File: src/rtl/vmicro16_apb_rr_arbiter_pkg.sv
// Shared definitions for the vmicro16 shared-APB round-robin arbiter:
// FSM encodings, error/decode defaults and a width helper.
package vmicro16_apb_rr_arbiter_pkg;

    typedef enum logic [1:0] {
        ARB_IDLE   = 2'd0,
        ARB_SETUP  = 2'd1,
        ARB_ACCESS = 2'd2,
        ARB_DONE   = 2'd3
    } arb_state_t;

    localparam logic [15:0] ARB_ERR_DATA = 16'hDEAD;
    localparam int          ARB_SEL_LSB  = 12;

    // Index width for n items; never narrower than one bit so n == 1 still elaborates.
    function automatic int arb_width(input int n);
        return (n > 1) ? $clog2(n) : 1;
    endfunction

endpackage

File: src/rtl/vmicro16_rr_pick.sv
// Combinational round-robin priority encoder: first set request bit found
// searching upward from last+1, wrapping around.
module vmicro16_rr_pick
    import vmicro16_apb_rr_arbiter_pkg::*;
#(
    parameter int N  = 4,
    parameter int IW = arb_width(N)
) (
    input  logic [N-1:0]  req,
    input  logic [IW-1:0] last,
    output logic [IW-1:0] grant,
    output logic          valid
);

    always_comb begin
        grant = '0;
        valid = 1'b0;
        // Offset N lands back on last itself, so a lone requester that just won is still found.
        for (int i = 1; i <= N; i++) begin
            if (!valid && req[(int'(last) + i) % N]) begin
                valid = 1'b1;
                grant = IW'((int'(last) + i) % N);
            end
        end
    end

endmodule

File: src/rtl/vmicro16_apb_rr_arbiter.sv
// Round-robin arbiter sharing one APB slave bus among several core masters,
// with address-decoded slave select, an ACCESS watchdog and error responses.
module vmicro16_apb_rr_arbiter
    import vmicro16_apb_rr_arbiter_pkg::*;
#(
    parameter int                    MASTER_PORTS = 4,
    parameter int                    SLAVE_PORTS  = 8,
    parameter int                    BUS_WIDTH    = 20,
    parameter int                    DATA_WIDTH   = 16,
    parameter int                    SEL_LSB      = ARB_SEL_LSB,
    parameter int                    TIMEOUT      = 255,
    parameter logic [DATA_WIDTH-1:0] ERR_DATA     = DATA_WIDTH'(ARB_ERR_DATA)
) (
    input  logic                               clk,
    input  logic                               reset,
    input  logic [MASTER_PORTS*BUS_WIDTH-1:0]  S_PADDR,
    input  logic [MASTER_PORTS-1:0]            S_PWRITE,
    input  logic [MASTER_PORTS-1:0]            S_PSELx,
    input  logic [MASTER_PORTS-1:0]            S_PENABLE,
    input  logic [MASTER_PORTS*DATA_WIDTH-1:0] S_PWDATA,
    output logic [MASTER_PORTS*DATA_WIDTH-1:0] S_PRDATA,
    output logic [MASTER_PORTS-1:0]            S_PREADY,
    output logic [BUS_WIDTH-1:0]               M_PADDR,
    output logic                               M_PWRITE,
    output logic [SLAVE_PORTS-1:0]             M_PSELx,
    output logic                               M_PENABLE,
    output logic [DATA_WIDTH-1:0]              M_PWDATA,
    input  logic [SLAVE_PORTS*DATA_WIDTH-1:0]  M_PRDATA,
    input  logic [SLAVE_PORTS-1:0]             M_PREADY,
    output logic                               err
);

    localparam int MW = arb_width(MASTER_PORTS);
    localparam int SW = arb_width(SLAVE_PORTS);
    localparam int CW = arb_width(TIMEOUT + 1);
    localparam int TO_LAST_INT = (TIMEOUT > 0) ? TIMEOUT - 1 : 0;
    localparam logic [CW-1:0] TO_LAST = CW'(TO_LAST_INT);

    arb_state_t state, state_next;

    logic [MW-1:0]         g_q;
    logic [MW-1:0]         last_grant_q;
    logic [BUS_WIDTH-1:0]  addr_q;
    logic                  write_q;
    logic [DATA_WIDTH-1:0] wdata_q;
    logic [SW-1:0]         sidx_q;
    logic [CW-1:0]         cnt_q;
    logic                  err_q;
    logic [MASTER_PORTS-1:0][DATA_WIDTH-1:0] prdata_q;

    logic [MW-1:0]         pick_g;
    logic                  pick_valid;
    logic [BUS_WIDTH-1:0]  pick_addr;
    logic [SW-1:0]         pick_sidx;
    logic                  sidx_ok;
    logic                  slave_ready;
    logic [DATA_WIDTH-1:0] slave_rdata;
    logic                  timed_out;

    // PENABLE from the masters carries no information here; phases are generated locally.
    logic unused_penable;
    assign unused_penable = ^S_PENABLE;

    vmicro16_rr_pick #(
        .N  (MASTER_PORTS),
        .IW (MW)
    ) u_pick (
        .req   (S_PSELx),
        .last  (last_grant_q),
        .grant (pick_g),
        .valid (pick_valid)
    );

    assign pick_addr   = S_PADDR[pick_g*BUS_WIDTH +: BUS_WIDTH];
    assign pick_sidx   = pick_addr[SEL_LSB +: SW];
    assign sidx_ok     = int'(pick_sidx) < SLAVE_PORTS;
    assign slave_ready = M_PREADY[sidx_q];
    assign slave_rdata = M_PRDATA[sidx_q*DATA_WIDTH +: DATA_WIDTH];
    assign timed_out   = (TIMEOUT != 0) && (cnt_q == TO_LAST);
    assign S_PRDATA    = prdata_q;

    always_ff @(posedge clk or negedge reset) begin
        if (!reset) begin
            state        <= ARB_IDLE;
            g_q          <= '0;
            last_grant_q <= MW'(MASTER_PORTS - 1);
            addr_q       <= '0;
            write_q      <= 1'b0;
            wdata_q      <= '0;
            sidx_q       <= '0;
            cnt_q        <= '0;
            err_q        <= 1'b0;
            prdata_q     <= '0;
        end else begin
            state <= state_next;
            case (state)
                ARB_IDLE: begin
                    if (pick_valid) begin
                        g_q     <= pick_g;
                        addr_q  <= pick_addr;
                        write_q <= S_PWRITE[pick_g];
                        wdata_q <= S_PWDATA[pick_g*DATA_WIDTH +: DATA_WIDTH];
                        sidx_q  <= pick_sidx;
                        cnt_q   <= '0;
                        err_q   <= !sidx_ok;
                        if (!sidx_ok) begin
                            prdata_q[pick_g] <= ERR_DATA;
                        end
                    end
                end
                ARB_ACCESS: begin
                    cnt_q <= cnt_q + 1'b1;
                    // Result is registered on entry to DONE so it is valid alongside S_PREADY.
                    if (slave_ready) begin
                        prdata_q[g_q] <= slave_rdata;
                    end else if (timed_out) begin
                        prdata_q[g_q] <= ERR_DATA;
                        err_q         <= 1'b1;
                    end
                end
                ARB_DONE: begin
                    last_grant_q <= g_q;
                    cnt_q        <= '0;
                    err_q        <= 1'b0;
                end
                default: ;
            endcase
        end
    end

    always_comb begin
        state_next = state;
        M_PADDR    = '0;
        M_PWRITE   = 1'b0;
        M_PSELx    = '0;
        M_PENABLE  = 1'b0;
        M_PWDATA   = '0;
        S_PREADY   = '0;
        err        = 1'b0;
        case (state)
            ARB_IDLE: begin
                if (pick_valid) begin
                    state_next = sidx_ok ? ARB_SETUP : ARB_DONE;
                end
            end
            ARB_SETUP: begin
                M_PADDR    = addr_q;
                M_PWRITE   = write_q;
                M_PWDATA   = wdata_q;
                M_PSELx    = SLAVE_PORTS'(1) << sidx_q;
                state_next = ARB_ACCESS;
            end
            ARB_ACCESS: begin
                M_PADDR   = addr_q;
                M_PWRITE  = write_q;
                M_PWDATA  = wdata_q;
                M_PSELx   = SLAVE_PORTS'(1) << sidx_q;
                M_PENABLE = 1'b1;
                if (slave_ready || timed_out) begin
                    state_next = ARB_DONE;
                end
            end
            ARB_DONE: begin
                S_PREADY   = MASTER_PORTS'(1) << g_q;
                err        = err_q;
                state_next = ARB_IDLE;
            end
            default: state_next = ARB_IDLE;
        endcase
    end

endmodule

File: config.mk
export PLATFORM = sky130hd
export DESIGN_NAME = vmicro16_apb_rr_arbiter
export DESIGN_NICKNAME = d
export VERILOG_FILES = /design/src/rtl/vmicro16_apb_rr_arbiter_pkg.sv /design/src/rtl/vmicro16_rr_pick.sv /design/src/rtl/vmicro16_apb_rr_arbiter.sv
export SDC_FILE = /design/constraint.sdc
export NUM_CORES = 1
export LEC_CHECK = 0
export CAP_MARGIN = 5
export CORE_AREA = 2 2 158 160
export CTS_BUF_LIST = sky130_fd_sc_hd__clkbuf_8 sky130_fd_sc_hd__clkbuf_16
export DETAILED_ROUTE_END_ITERATION = 10
export DIE_AREA = 0 0 160 162
export GPL_ROUTABILITY_DRIVEN = 0
export GPL_TIMING_DRIVEN = 0
export PLACE_DENSITY_LB_ADDON = 0.08
export SYNTH_ARGS = -nofsm -noshare
export SYNTH_HDL_FRONTEND = slang
export SYNTH_HIERARCHICAL = 1
export SYNTH_SLANG_ARGS = --single-unit
File: constraint.sdc
create_clock -name clk -period 3.8 [get_ports clk]
set_clock_uncertainty 0.1 [all_clocks]
set_input_delay 0.57 -clock clk [delete_from_list [all_inputs] [get_ports clk]]
set_output_delay 0.57 -clock clk [all_outputs]
set_load 0.05 [all_outputs]
**After elaboration in Yosys (flattened, before gate mapping)**

Index checks and enable logic that the tools add are counted.

- Bitwise gates (word level): 7
- Order comparisons: 8
- Shifts and indexed selects: 5
- Mux-type cells: 45
- $add $sub $neg: 5
- Eq/ne operators: 8
- $mul: 1
- Reductions and logical operators: 21

Operator list:

| kind | count |
|---|---|
| $mux W64 | 2 |
| $shiftx A128 B8 Y16 | 1 |
| $shiftx A80 B8 Y20 | 1 |
| $bwmux W64 | 1 |
| $shiftx A64 B7 Y16 | 1 |
| $or A44 B44 Y44 | 1 |
| $demux W16 S2 | 1 |
| $mux W16 | 2 |
| $pmux W8 S3 | 1 |
| $and A20 B20 Y20 | 1 |
| $lt A3 B4 Y1 const B | 5 |
| $mux W1 | 20 |
| $mux W20 | 1 |
| $not A20 Y20 | 1 |
| $mux W8 | 2 |
| $mux W2 | 6 |
| $bmux W1 S2 | 5 |
| $reduce_or A2 Y1 | 5 |
| $add A8 B1 Y8 const B | 1 |
| $eq A8 B8 Y1 const B | 1 |
| $ne A2 B2 Y1 const B | 4 |
| $pmux W2 S4 | 1 |
| $reduce_and A2 Y1 | 4 |
| $shl A1 B3 Y8 const A | 1 |
| 19 further kinds | 31 |

- Bits in registers: 119
- Bits of input ports: 294
- Word-level logic and storage cells: 113
- Output and inout bits: 115

**Depth between registers and ports, before layout**

Gate-level depths: netlist of run 1.

- Word-level depth: 18
- Depth in mapped cells: 9
- Gate-level depth less buffers: 7

**Cells and area by module**

The synthesis of run 1 kept the hierarchy.

By module, submodules not included:

| module | area each (sq um) | times used | sequential area each (sq um) | cells an instance |
|---|---|---|---|---|
| vmicro16_apb_rr_arbiter | 6,815.3 | 1 | 2,905.3 | 529 |
| vmicro16_rr_pick | 91.3 | 1 | 0.0 | 14 |

**Worst setup path after synthesis of run 1**

Ideal clock, no wire load.

- Path kind: register -> output
- Start: register addr_q[14] (netlist name)
- End: output port M_PSELx[4]
- Setup slack: 908 ps
- Cell stages (with the launch flop): 6
- Path buffers: 3
- Arrival time: 2,222 ps
- Required time: 3,130 ps
- Cell sequence: dfrtp_1 > buf_2 > buf_4 > clkbuf_1 > nand2_1 > nor3_1

RTL lines:

| item | line | RTL |
|---|---|---|
| to (decl) | vmicro16_apb_rr_arbiter.sv:25 | `output logic [SLAVE_PORTS-1:0] M_PSELx,` |

**Worst setup path in the final report of run 1**

- Start: register state[0]
- End: output port M_PWDATA[8]

- Cells in the longest elaborated chain, start to end: 3
- Elaborated cells between the ends (all ways): 4
- Classes of those cells: eq/ne (2); mux (1); reduce/logical (1)

RTL lines:

| item | line | RTL |
|---|---|---|
| from (decl) | vmicro16_apb_rr_arbiter.sv:39 | `arb_state_t state, state_next;` |
| from (signal assigned) | vmicro16_apb_rr_arbiter.sv:95 | `state <= state_next;` |
| $eq A2 B2 Y1 or $eq A2 B1 Y1 (tied branches) | vmicro16_apb_rr_arbiter.sv:140 | `case (state)` |
| $reduce_or A2 Y1 (no source line) * | -- |  |
| $mux W16 * | vmicro16_apb_rr_arbiter.sv:140 |  |
| to (decl) | vmicro16_apb_rr_arbiter.sv:27 | `output logic [DATA_WIDTH-1:0] M_PWDATA,` |

Every way passes the cells marked *; elsewhere a longest branch is shown, timed or not.

==> results of run 1 <==
==> worst max-delay path, stage by stage (launching register included) <==
cell	delay [ns]
sky130_fd_sc_hd__dfrtp_1	0.39
sky130_fd_sc_hd__inv_1	0.09
sky130_fd_sc_hd__ha_1	0.58
sky130_fd_sc_hd__clkbuf_1	0.36
sky130_fd_sc_hd__and2_1	0.23
sky130_fd_sc_hd__clkdlybuf4s50_1	0.83
==> area by class of cell <==
class | count | share of cell area
Buffer | 36 | 0.0157
Clock buffer | 18 | 0.0366
Clock inverter | 14 | 0.0146
Inverter | 6 | 0.00188
Multi-Input combinational cell | 382 | 0.315
Sequential cell | 116 | 0.242
Tap cell | 324 | 0.0338
Timing Repair Buffer | 405 | 0.340
==> per-layer routing <==
metal,vias up,track usage,routed length (µm)
li1,2926,-,-
met1,3099,0.250,10800
met2,287,0.375,14400
met3,30,0.0567,1980
met4,2,0.0598,435
met5,-,0,12
==> repair_timing <==
item / 4_1_cts / 5_1_grt
gates resized for setup: 3 / 0
setup endpoints to repair: 17 / 0
buffers inserted: 0 / 0
hold buffers: 0 / 0
hold endpoints to repair: 0 / 0
==> path summary, 6_finish.rpt <==
| check | startpoint | to |
|---|---|---|
| setup / recovery | state[0] | M_PWDATA[8] |
| hold / removal | reset | S_PRDATA[37] |
| setup reg to reg | last_grant_q[1] | addr_q[4] |
| hold reg to reg | cnt_q[6] | cnt_q[6] |
| max in group asynchronous | reset | last_grant_q[0] |
| min in group clk | cnt_q[6] | cnt_q[6] |
==> sequential cells by signal (all words and copies together), names as in the netlist <==
signal and cells:
write_q 1, S_PRDATA 64, state 2, cnt_q 8, g_q 2, wdata_q 16
last_grant_q 2, addr_q 20, err_q 1
==> kinds of logic after synthesis <==
| kind of cell | share of synthesized area |
|---|---|
| AO/OA/AOI/OAI | 0.102 |
| XOR/XNOR | 0.00381 |
| adder cells (fa/ha/maj) | 0.0127 |
| buffers and inverters | 0.0321 |
| flip-flops | 0.421 |
| multiplexers | 0.314 |
| AND/OR/NAND/NOR | 0.115 |
==> cell usage after synthesis (all sizes together), types with 2 or more instances <==
| cell type | number | area, µm² |
|---|---|---|
| nand3 | 28 | 145 |
| a211o | 7 | 61.3 |
| nor2 | 18 | 67.6 |
| or2 | 2 | 12.5 |
| a21oi | 3 | 18.8 |
| and2 | 43 | 269 |
| a31oi | 4 | 25.0 |
| a22o | 28 | 245 |
| and3 | 5 | 31.3 |
| buf | 18 | 119 |
| dfrtp | 114 | 2850 |
| o31ai | 3 | 22.5 |
| mux2i | 14 | 140 |
| nand2 | 16 | 60.1 |
| ha | 7 | 87.6 |
| o21ai | 56 | 280 |
| nor2b | 13 | 81.3 |
| nand4 | 5 | 50.1 |
| inv | 6 | 22.5 |
| nand2b | 6 | 37.5 |
| mux2 | 42 | 473 |
| xnor2 | 2 | 17.5 |
| nor3 | 5 | 30.0 |
| dfstp | 2 | 52.6 |
| mux4 | 69 | 1550 |
| clkbuf | 21 | 80.1 |
==> power groups by stage <==
stage               sequential [mW]  combinational (mW)  clock [mW]
finish                         2.16                7.57        1.68
global route                   2.24                8.01        1.77
CTS                            2.16                7.69        1.72
detailed placement             2.18                7.69           0
global placement               2.17                7.68           0
floorplan                      3.19                3.97           0
==> metrics by stage <==
step / TNS, ns / total power [mW]
after CTS: 0 / 11.6
after global routing: 0 / 12.0
after detailed placement: 0 / 9.87
after global placement: -327.76 / 9.85
after floorplan: 0 / 7.16
final: 0 / 11.4
==> results.sh, run 1 <==
export IMPL_route_detailed_wl_per_inst_um=21.2
export IMPL_place_inst=1272
export IMPL_max_vdd_ir_drop_v=0.000441
export IMPL_fillCellCount=2244
export IMPL_cts_sink_count=116
export IMPL_maximum_level_of_the_cts_h_tree=4
export IMPL_die_h_um=162
export IMPL_final_common_cell="sky130_fd_sc_hd__clkdlybuf4s50_1"
export IMPL_worstRegToRegCells=6
export IMPL_fin_crit_sh=0.941
export IMPL_slew_violations=0
export IMPL_synth_seq_cells=116
export IMPL_maximum_number_of_pins_on_one_net_before_global_route_repair=65
export IMPL_grt_use_total=0.210
export IMPL_worstPathArrival_ns=2.90
export IMPL_floorplan_die_width_um=160
export IMPL_ys_warn_count=6
export IMPL_final_cell_mix="400 x sky130_fd_sc_hd__clkdlybuf4s50_1, 114 x sky130_fd_sc_hd__dfrtp_1, 69 x sky130_fd_sc_hd__mux4_2"
export IMPL_synth_edf_count=0
export IMPL_leakagePower_nw=4.76
export IMPL_placement_rows=57
export IMPL_max_cap_violations=0
export IMPL_cts_max_path_buffers=2
export IMPL_comb_power_share=0.663
export IMPL_design_final_nets=1265
export IMPL_clkLatencyLatePin_ns=0.41
export IMPL_first_global_vias=6827
export IMPL_core_util_final=0.497
export IMPL_pwr_share_seq=0.190
export IMPL_core_area_um2=24100
export IMPL_layout_area_seq_um2=2910
export IMPL_drtPass1Iterations=5
export IMPL_cp_start_kind="flip-flop"
export IMPL_tritoncts="done"
export IMPL_antenna_left=0
export IMPL_syn_inst=543
export IMPL_power_share_clock=0.147
export IMPL_cp_required_ns=3.13
export IMPL_num_antenna_cells=0
export IMPL_holdWs_ns=0.00247
export IMPL_drive_above_1_share=0.177
export IMPL_portBuffers=404
export IMPL_multi_input_area_um2=3780
export IMPL_final_hold_viol_count=0
export IMPL_die_area_um2=25900
export IMPL_total_clock_buffers_created_by_cts=17
export IMPL_flow_area_growth_from_synthesis_pct=73.5
export IMPL_outcome="finished, final reports clean"
export IMPL_setup_viol=0
export IMPL_detail_route_iter0_violations=281
export IMPL_synth_async_reset_ratio=1.00
export IMPL_rsz0062_at_grt="false"
export IMPL_mappedNetlistArea_um2=6910
export IMPL_remaining_drc_errors=0
export IMPL_start_util=0.287
export IMPL_clock_period_minus_worst_slack_ns=3.57
export IMPL_first_pass_grt_wire_length_um=41000
export IMPL_worst_slew_pin_slew_ns=0.779
export IMPL_slew_headroom=0.480
export IMPL_wl_um=27600
export IMPL_dp_final_hpwl_um=22700
export IMPL_reg2reg_slack_ns=0.92
export IMPL_final_instance_count_excl_fill=1301
export IMPL_power_report_internal_total_mw=5.85
export IMPL_hold_path_class="primary input to async pin"
export IMPL_sequential_cell_area_fraction_in_the_yosys_report=0.421
export IMPL_power_density_cell_area_nw_per_um2=952
export IMPL_cts_root_buf="sky130_fd_sc_hd__clkbuf_16"
export IMPL_top_level_ports=409
export IMPL_synth_top_flop_cell="sky130_fd_sc_hd__dfrtp_1"
export IMPL_worst_setup_hold_path_clk_slew_ns=0.06
export IMPL_vias=6344
export IMPL_overflow=0
export IMPL_antenna_found_initial=1
export IMPL_final_design_area_no_fill_um2=12000
export IMPL_power_net_switching_mw=5.56
export IMPL_post_place_setup_slack_ns=0.186
export IMPL_layout_setup_ws_ns=0.226
export IMPL_maxClockFrequency_ghz=0.280
export IMPL_syn_num_nets=844
export IMPL_crit_fanout=12
export IMPL_post_drt_via_cell_ratio=4.88
export IMPL_post_dp_cell_area_um2=11400
export IMPL_timing_critical_path_to_type="primary output"
export IMPL_setup_worst_path_class="flip-flop to primary output"
export IMPL_syn_area_per_cell_um2=12.7
export IMPL_power_share_switching=0.487
export IMPL_number_of_library_cell_types_mapped_by_synthesis=42
No activity file was read; power rests on OpenSTA's default activity.
==> inputs of run 2 (changes only) <==
--- a/config.mk
+++ b/config.mk
@@ -5,6 +5,7 @@
 export SDC_FILE = /design/constraint.sdc
 export NUM_CORES = 1
 export LEC_CHECK = 0
+export ABC_CLOCK_PERIOD_IN_PS = 3800
 export CAP_MARGIN = 5
 export CORE_AREA = 2 2 158 160
 export CTS_BUF_LIST = sky130_fd_sc_hd__clkbuf_8 sky130_fd_sc_hd__clkbuf_16
@@ -17,3 +18,4 @@
 export SYNTH_HDL_FRONTEND = slang
 export SYNTH_HIERARCHICAL = 1
 export SYNTH_SLANG_ARGS = --single-unit
+export TNS_END_PERCENT = 5
==> constraint.sdc (replaced) <==
create_clock -name clk -period 3.8 [get_ports clk]
set_clock_uncertainty 0.1 [all_clocks]
set_input_delay 0.95 -clock clk [delete_from_list [all_inputs] [get_ports clk]]
set_output_delay 0.95 -clock clk [all_outputs]
set_load 0.05 [all_outputs]
==> run 2 against run 1 <==
Hold slack improved by 0.38 ns. Count of clock-buffer cells in the layout unchanged. Global-route usage about the same. Utilization decreased by 0.078 points. Power decreased by 0.88%. Critical path depth unchanged. Sequential share of layout area about the same. Via count increased by 0.20%. Critical path type unchanged. Largest power group unchanged. Highest routed layer unchanged.
==> results.sh, run 2 (same netlist as run 1, synthesis figures left out) <==
export IMPL_maximum_level_of_the_cts_h_tree=4
export IMPL_critPathTopFamily="buffers and inverters"
export IMPL_cts_sink_count=116
export IMPL_maximum_number_of_pins_on_one_net_before_global_route_repair=65
export IMPL_vias=6357
export IMPL_cp_slowest_stage_delay_ns=0.83
export IMPL_power_mw=11.3
export IMPL_power_density_cell_area_nw_per_um2=945
export IMPL_top_level_ports=409
export IMPL_remaining_drc_errors=0
export IMPL_outcome="finished, final reports clean"
export IMPL_leakagePower_nw=4.88
export IMPL_maxClockFrequency_ghz=0.276
export IMPL_portBuffers=404
export IMPL_drive_above_1_share=0.184
export IMPL_overflow=0
export IMPL_reg2reg_slack_ns=0.90
export IMPL_final_cell_mix="376 x sky130_fd_sc_hd__clkdlybuf4s50_1, 114 x sky130_fd_sc_hd__dfrtp_1, 69 x sky130_fd_sc_hd__mux4_2"
export IMPL_timing_critical_path_buf_inv=3
export IMPL_tritoncts="done"
export IMPL_drtPass1Iterations=4
export IMPL_route_detailed_wl_per_inst_um=21.2
export IMPL_start_util=0.287
export IMPL_first_global_vias=6836
export IMPL_antenna_found_initial=1
export IMPL_first_pass_grt_wire_length_um=41000
export IMPL_worst_setup_hold_path_clk_slew_ns=0.06
export IMPL_placement_rows=57
export IMPL_die_h_um=162
export IMPL_antenna_left=0
export IMPL_worst_slew_pin_slew_ns=0.785
export IMPL_setup_viol=0
export IMPL_worstPathCellList="clkbuf_4, buf_2, nand2_1, nor2_1, clkdlybuf4s50_1"
export IMPL_largest_reg_flops=64
export IMPL_crit_fanout=19
export IMPL_slew_headroom=0.477
export IMPL_dp_final_hpwl_um=22700
export IMPL_clock_period_minus_worst_slack_ns=3.62
export IMPL_final_setup_tns_ns=0
export IMPL_cts_max_path_buffers=2
export IMPL_holdWs_ns=0.379
export IMPL_flow_area_growth_from_synthesis_pct=73.2
export IMPL_setup_worst_path_class="flip-flop to primary output"
export IMPL_fillCellCount=2249
export IMPL_grt_use_total=0.210
export IMPL_post_cts_hold_buffers=0
export IMPL_core_area_um2=24100
export IMPL_wl_um=27600
export IMPL_cts_root_buf="sky130_fd_sc_hd__clkbuf_16"
export IMPL_detail_route_iter0_violations=280
export IMPL_final_hold_viol_count=0
export IMPL_worstPathArrival_ns=2.57
export IMPL_hold_path_class="primary input to async pin"
export IMPL_design_final_nets=1266
export IMPL_post_drt_via_cell_ratio=4.88
export IMPL_timing_critical_path_to_type="primary output"
export IMPL_num_antenna_cells=0
export IMPL_slew_violations=0
export IMPL_clkLatencyLatePin_ns=0.41
export IMPL_fin_crit_sh=0.953
export IMPL_total_clock_buffers_created_by_cts=17
export IMPL_cp_required_ns=2.75
export IMPL_floorplan_die_width_um=160
export IMPL_max_vdd_ir_drop_v=0.000442
export IMPL_die_area_um2=25900
export IMPL_final_common_cell="sky130_fd_sc_hd__clkdlybuf4s50_1"
export IMPL_rsz0062_at_grt="true"
export IMPL_max_cap_violations=0
export IMPL_cp_start_kind="flip-flop"
export IMPL_worst_path_max_delay_cell="sky130_fd_sc_hd__clkdlybuf4s50_1"
## run 2: cell count changes in the layout (fill, tap and decap cells not counted), sizes merged
cell and delta:
buf -1, clkbuf +8, clkdlybuf4s15 +6, dlygate4sd2 +7, dlymetal6s2s +5, clkdlybuf4s50 -24
## run 2: where the power goes
group          switching [mW]  internal [mW]
Clock                   0.623           1.06
Combinational            4.59           2.87
Sequential              0.344           1.82
Total                    5.56           5.75
## run 2: per-stage QoR
step	instance area, µm²	cells	setup slack, ns	util
after global placement	11400	1271	-3.25	0.471
after CTS	12000	1302	0.0222	0.496
after detailed placement	11400	1272	-0.194	0.472
after global routing	12000	1302	-0.0695	0.496
after floorplan	6910	543	0.528	-
final	12000	1302	0.179	0.496
## run 2: worst reg2reg max path: stages, from the launching register on
cell	delay (ns)
sky130_fd_sc_hd__dfstp_2	0.58
sky130_fd_sc_hd__a31oi_1	0.10
sky130_fd_sc_hd__a21oi_1	0.16
sky130_fd_sc_hd__clkbuf_1	0.54
sky130_fd_sc_hd__clkbuf_1	0.59
sky130_fd_sc_hd__mux4_2	0.44
sky130_fd_sc_hd__mux2_2	0.28
## run 2: what timing repair did
action,in CTS,in global routing
setup endpoints to repair,35,18
setup buffers,0,0
resized for setup,23,24
## run 2: final timing paths
kind / start / endpoint / depth (start not counted)
hold / removal: reset / S_PRDATA[37] / 1
min in group clk: cnt_q[6] / cnt_q[6] / 1
hold reg to reg: cnt_q[6] / cnt_q[6] / 1
setup / recovery: addr_q[13] / M_PSELx[3] / 5
max in group asynchronous: reset / last_grant_q[0] / 2
setup reg to reg: last_grant_q[1] / addr_q[4] / 6
## run 2: layout make-up
class	count	area, µm²	area share
Buffer	37	195	0.0163
Clock buffer	18	439	0.0367
Clock inverter	14	175	0.0146
Inverter	6	22.5	0.00188
Multi-Input combinational cell	382	3780	0.316
Sequential cell	116	2910	0.243
Tap cell	324	405	0.0339
Timing Repair Buffer	405	4040	0.338
## run 2: metal layers
| metal | global-route usage | wire [µm] | up-vias | share of wire |
|---|---|---|---|---|
| met4 | 0.0598 | 471 | 2 | 0.017 |
| met5 | 0 | 12 | - | 0.00043 |
| met1 | 0.250 | 10900 | 3120 | 0.39 |
| met2 | 0.375 | 14300 | 271 | 0.52 |
| met3 | 0.0567 | 1960 | 31 | 0.071 |
| li1 | - | - | 2933 | - |
==> inputs of run 3 (changes only) <==
--- a/config.mk
+++ b/config.mk
@@ -7,12 +7,13 @@
 export LEC_CHECK = 0
 export ABC_CLOCK_PERIOD_IN_PS = 3800
 export CAP_MARGIN = 5
-export CORE_AREA = 2 2 158 160
+export CORE_AREA = 2 2 157 159
 export CTS_BUF_LIST = sky130_fd_sc_hd__clkbuf_8 sky130_fd_sc_hd__clkbuf_16
 export DETAILED_ROUTE_END_ITERATION = 10
-export DIE_AREA = 0 0 160 162
+export DIE_AREA = 0 0 159 161
 export GPL_ROUTABILITY_DRIVEN = 0
 export GPL_TIMING_DRIVEN = 0
+export HOLD_SLACK_MARGIN = 0.06
 export PLACE_DENSITY_LB_ADDON = 0.08
 export SYNTH_ARGS = -nofsm -noshare
 export SYNTH_HDL_FRONTEND = slang
==> run 3 against run 2 <==
Largest power group unchanged. Via count is 0.68% lower. Register-to-register slack worse by 0.06 ns. Sequential power hardly changed. Die area fell by 1.2%. First-iteration DRC count fell by 40%. Wire length down 1.2%. Count of clock-buffer cells in the layout down 1. Combinational power shrank 1%. Hold slack better by 0.017 ns.
==> results.sh, run 3 (same netlist as run 1, synthesis figures left out) <==
export IMPL_worstRegToRegCells=6
export IMPL_worst_setup_hold_path_clk_slew_ns=0.06
export IMPL_cp_required_ns=2.75
export IMPL_core_area_um2=24000
export IMPL_cp_slowest_stage_delay_ns=0.54
export IMPL_power_report_internal_total_mw=5.68
export IMPL_worst_slew_pin_slew_ns=0.713
export IMPL_power_share_clock=0.147
export IMPL_slew_violations=0
export IMPL_cts_sink_count=116
export IMPL_setup_viol=0
export IMPL_detail_route_iter0_violations=167
export IMPL_final_cell_mix="367 x sky130_fd_sc_hd__clkdlybuf4s50_1, 114 x sky130_fd_sc_hd__dfrtp_1, 69 x sky130_fd_sc_hd__mux4_2"
export IMPL_placement_rows=57
export IMPL_leakagePower_nw=4.97
export IMPL_floorplan_die_width_um=159
export IMPL_regToRegStartpoint="last_grant_q[1]"
export IMPL_max_vdd_ir_drop_v=0.000378
export IMPL_comb_power_share=0.659
export IMPL_outcome="finished, final reports clean"
export IMPL_total_clock_buffers_created_by_cts=17
export IMPL_crit_cells=6
export IMPL_power_density_cell_area_nw_per_um2=939
export IMPL_antenna_found_initial=1
export IMPL_capturing_point_of_the_worst_reg2reg_path="addr_q[8]"
export IMPL_portBuffers=404
export IMPL_flow_area_growth_from_synthesis_pct=72.6
export IMPL_clkLatencyLatePin_ns=0.42
export IMPL_cts_root_buf="sky130_fd_sc_hd__clkbuf_16"
export IMPL_power_share_switching=0.493
export IMPL_maxClockFrequency_ghz=0.273
export IMPL_start_util=0.288
export IMPL_critPathCapture="M_PADDR[17]"
export IMPL_drive_above_1_share=0.197
export IMPL_power_mw=11.2
export IMPL_max_cap_violations=0
export IMPL_vias=6314
export IMPL_hold_path_class="flip-flop to flip-flop"
export IMPL_grt_use_total=0.215
export IMPL_tritoncts="done"
export IMPL_largest_reg_flops=64
export IMPL_antenna_left=0
export IMPL_timing_critical_path_to_type="primary output"
export IMPL_maximum_level_of_the_cts_h_tree=4
export IMPL_slew_headroom=0.525
export IMPL_timing_critical_path_buf_inv=4
export IMPL_dp_final_hpwl_um=22600
export IMPL_post_place_setup_slack_ns=-0.181
export IMPL_final_common_cell="sky130_fd_sc_hd__clkdlybuf4s50_1"
export IMPL_crit_fanout=10
export IMPL_critPathTopFamily="buffers and inverters"
export IMPL_overflow=0
export IMPL_remaining_drc_errors=0
export IMPL_first_global_vias=6806
export IMPL_setup_worst_path_class="flip-flop to primary output"
export IMPL_maximum_number_of_pins_on_one_net_before_global_route_repair=68
export IMPL_cts_max_path_buffers=2
export IMPL_post_drt_via_cell_ratio=4.85
export IMPL_route_detailed_wl_per_inst_um=21.0
export IMPL_core_util_final=0.497
export IMPL_worstPathArrival_ns=2.61
export IMPL_place_inst=1272
export IMPL_cp_start_kind="flip-flop"
export IMPL_final_hold_viol_count=0
export IMPL_worst_path_max_delay_cell="sky130_fd_sc_hd__clkdlybuf4s15_1"
export IMPL_fin_crit_sh=0.963
export IMPL_pwr_share_seq=0.193
export IMPL_crit_path_start="state[0]"
export IMPL_rsz0062_at_grt="true"
export IMPL_final_instance_count_excl_fill=1302
export IMPL_layout_setup_ws_ns=0.140
export IMPL_final_design_area_no_fill_um2=11900
export IMPL_drtPass1Iterations=4
export IMPL_clock_period_minus_worst_slack_ns=3.66
export IMPL_holdWs_ns=0.396
export IMPL_top_level_ports=409
export IMPL_design_final_nets=1266
export IMPL_post_dp_cell_area_um2=11400
export IMPL_reg2reg_slack_ns=0.84
export IMPL_die_h_um=161
export IMPL_worstPathCellList="inv_1, ha_1, clkbuf_2, clkbuf_1, and2_1, clkdlybuf4s15_1"
export IMPL_power_net_switching_mw=5.52
export IMPL_die_area_um2=25600
export IMPL_final_setup_tns_ns=0
export IMPL_wl_um=27300
export IMPL_first_pass_grt_wire_length_um=41200
## run 3: cell types whose count changed in the layout (fill, tap and decap cells not counted), sizes merged
| cell | before | now |
|---|---|---|
| clkdlybuf4s15 | 6 | 2 |
| clkbuf | 45 | 57 |
| inv | 10 | 11 |
| diode | 0 | 1 |
| clkinv | 4 | 3 |
| clkdlybuf4s50 | 376 | 367 |
| dlygate4sd2 | 10 | 2 |
| dlymetal6s2s | 5 | 13 |
## run 3: repair_timing
item	CTS	global route
hold buffers	0	0
buffers inserted	0	0
cloned	0	0
setup endpoints to repair	35	37
resized for setup	24	54
## run 3: how the worst min path moves through the flow
stage	startpoint	end	cells past startpoint
2_1_floorplan	cnt_q[6]	cnt_q[6]	1
3_3_place_gp	wdata_q[12]	wdata_q[12]	1
3_5_place_dp	addr_q[4]	addr_q[4]	1
4_1_cts	wdata_q[14]	wdata_q[14]	1
5_1_grt	wdata_q[1]	wdata_q[1]	1
6_report	addr_q[11]	addr_q[11]	1
## run 3: layer usage
metal | GRT usage | part of all wire
met5 | 0 | 0
met4 | 0.0678 | 0.026
met3 | 0.0629 | 0.062
met2 | 0.378 | 0.51
met1 | 0.254 | 0.40
## run 3: power by group through the flow
stage          Clock, mW  Combinational (mW)  Sequential [mW]
2_1_floorplan          0                3.97             3.19
3_3_place_gp           0                7.65             2.18
3_5_place_dp           0                7.66             2.18
4_1_cts             1.69                7.54             2.17
5_1_grt             1.74                7.84             2.24
6_report            1.65                7.38             2.17
## run 3: area by class of cell
class / instances / area (µm²)
timing repair buffer: 405 / 4010
tap: 324 / 405
fill: 2280 / 12000
clock buffer: 17 / 425
clock inverter: 14 / 175
multi-input combinational: 382 / 3780
buffer: 37 / 195
antenna: 1 / 2.50
sequential: 116 / 2910
inverter: 6 / 22.5
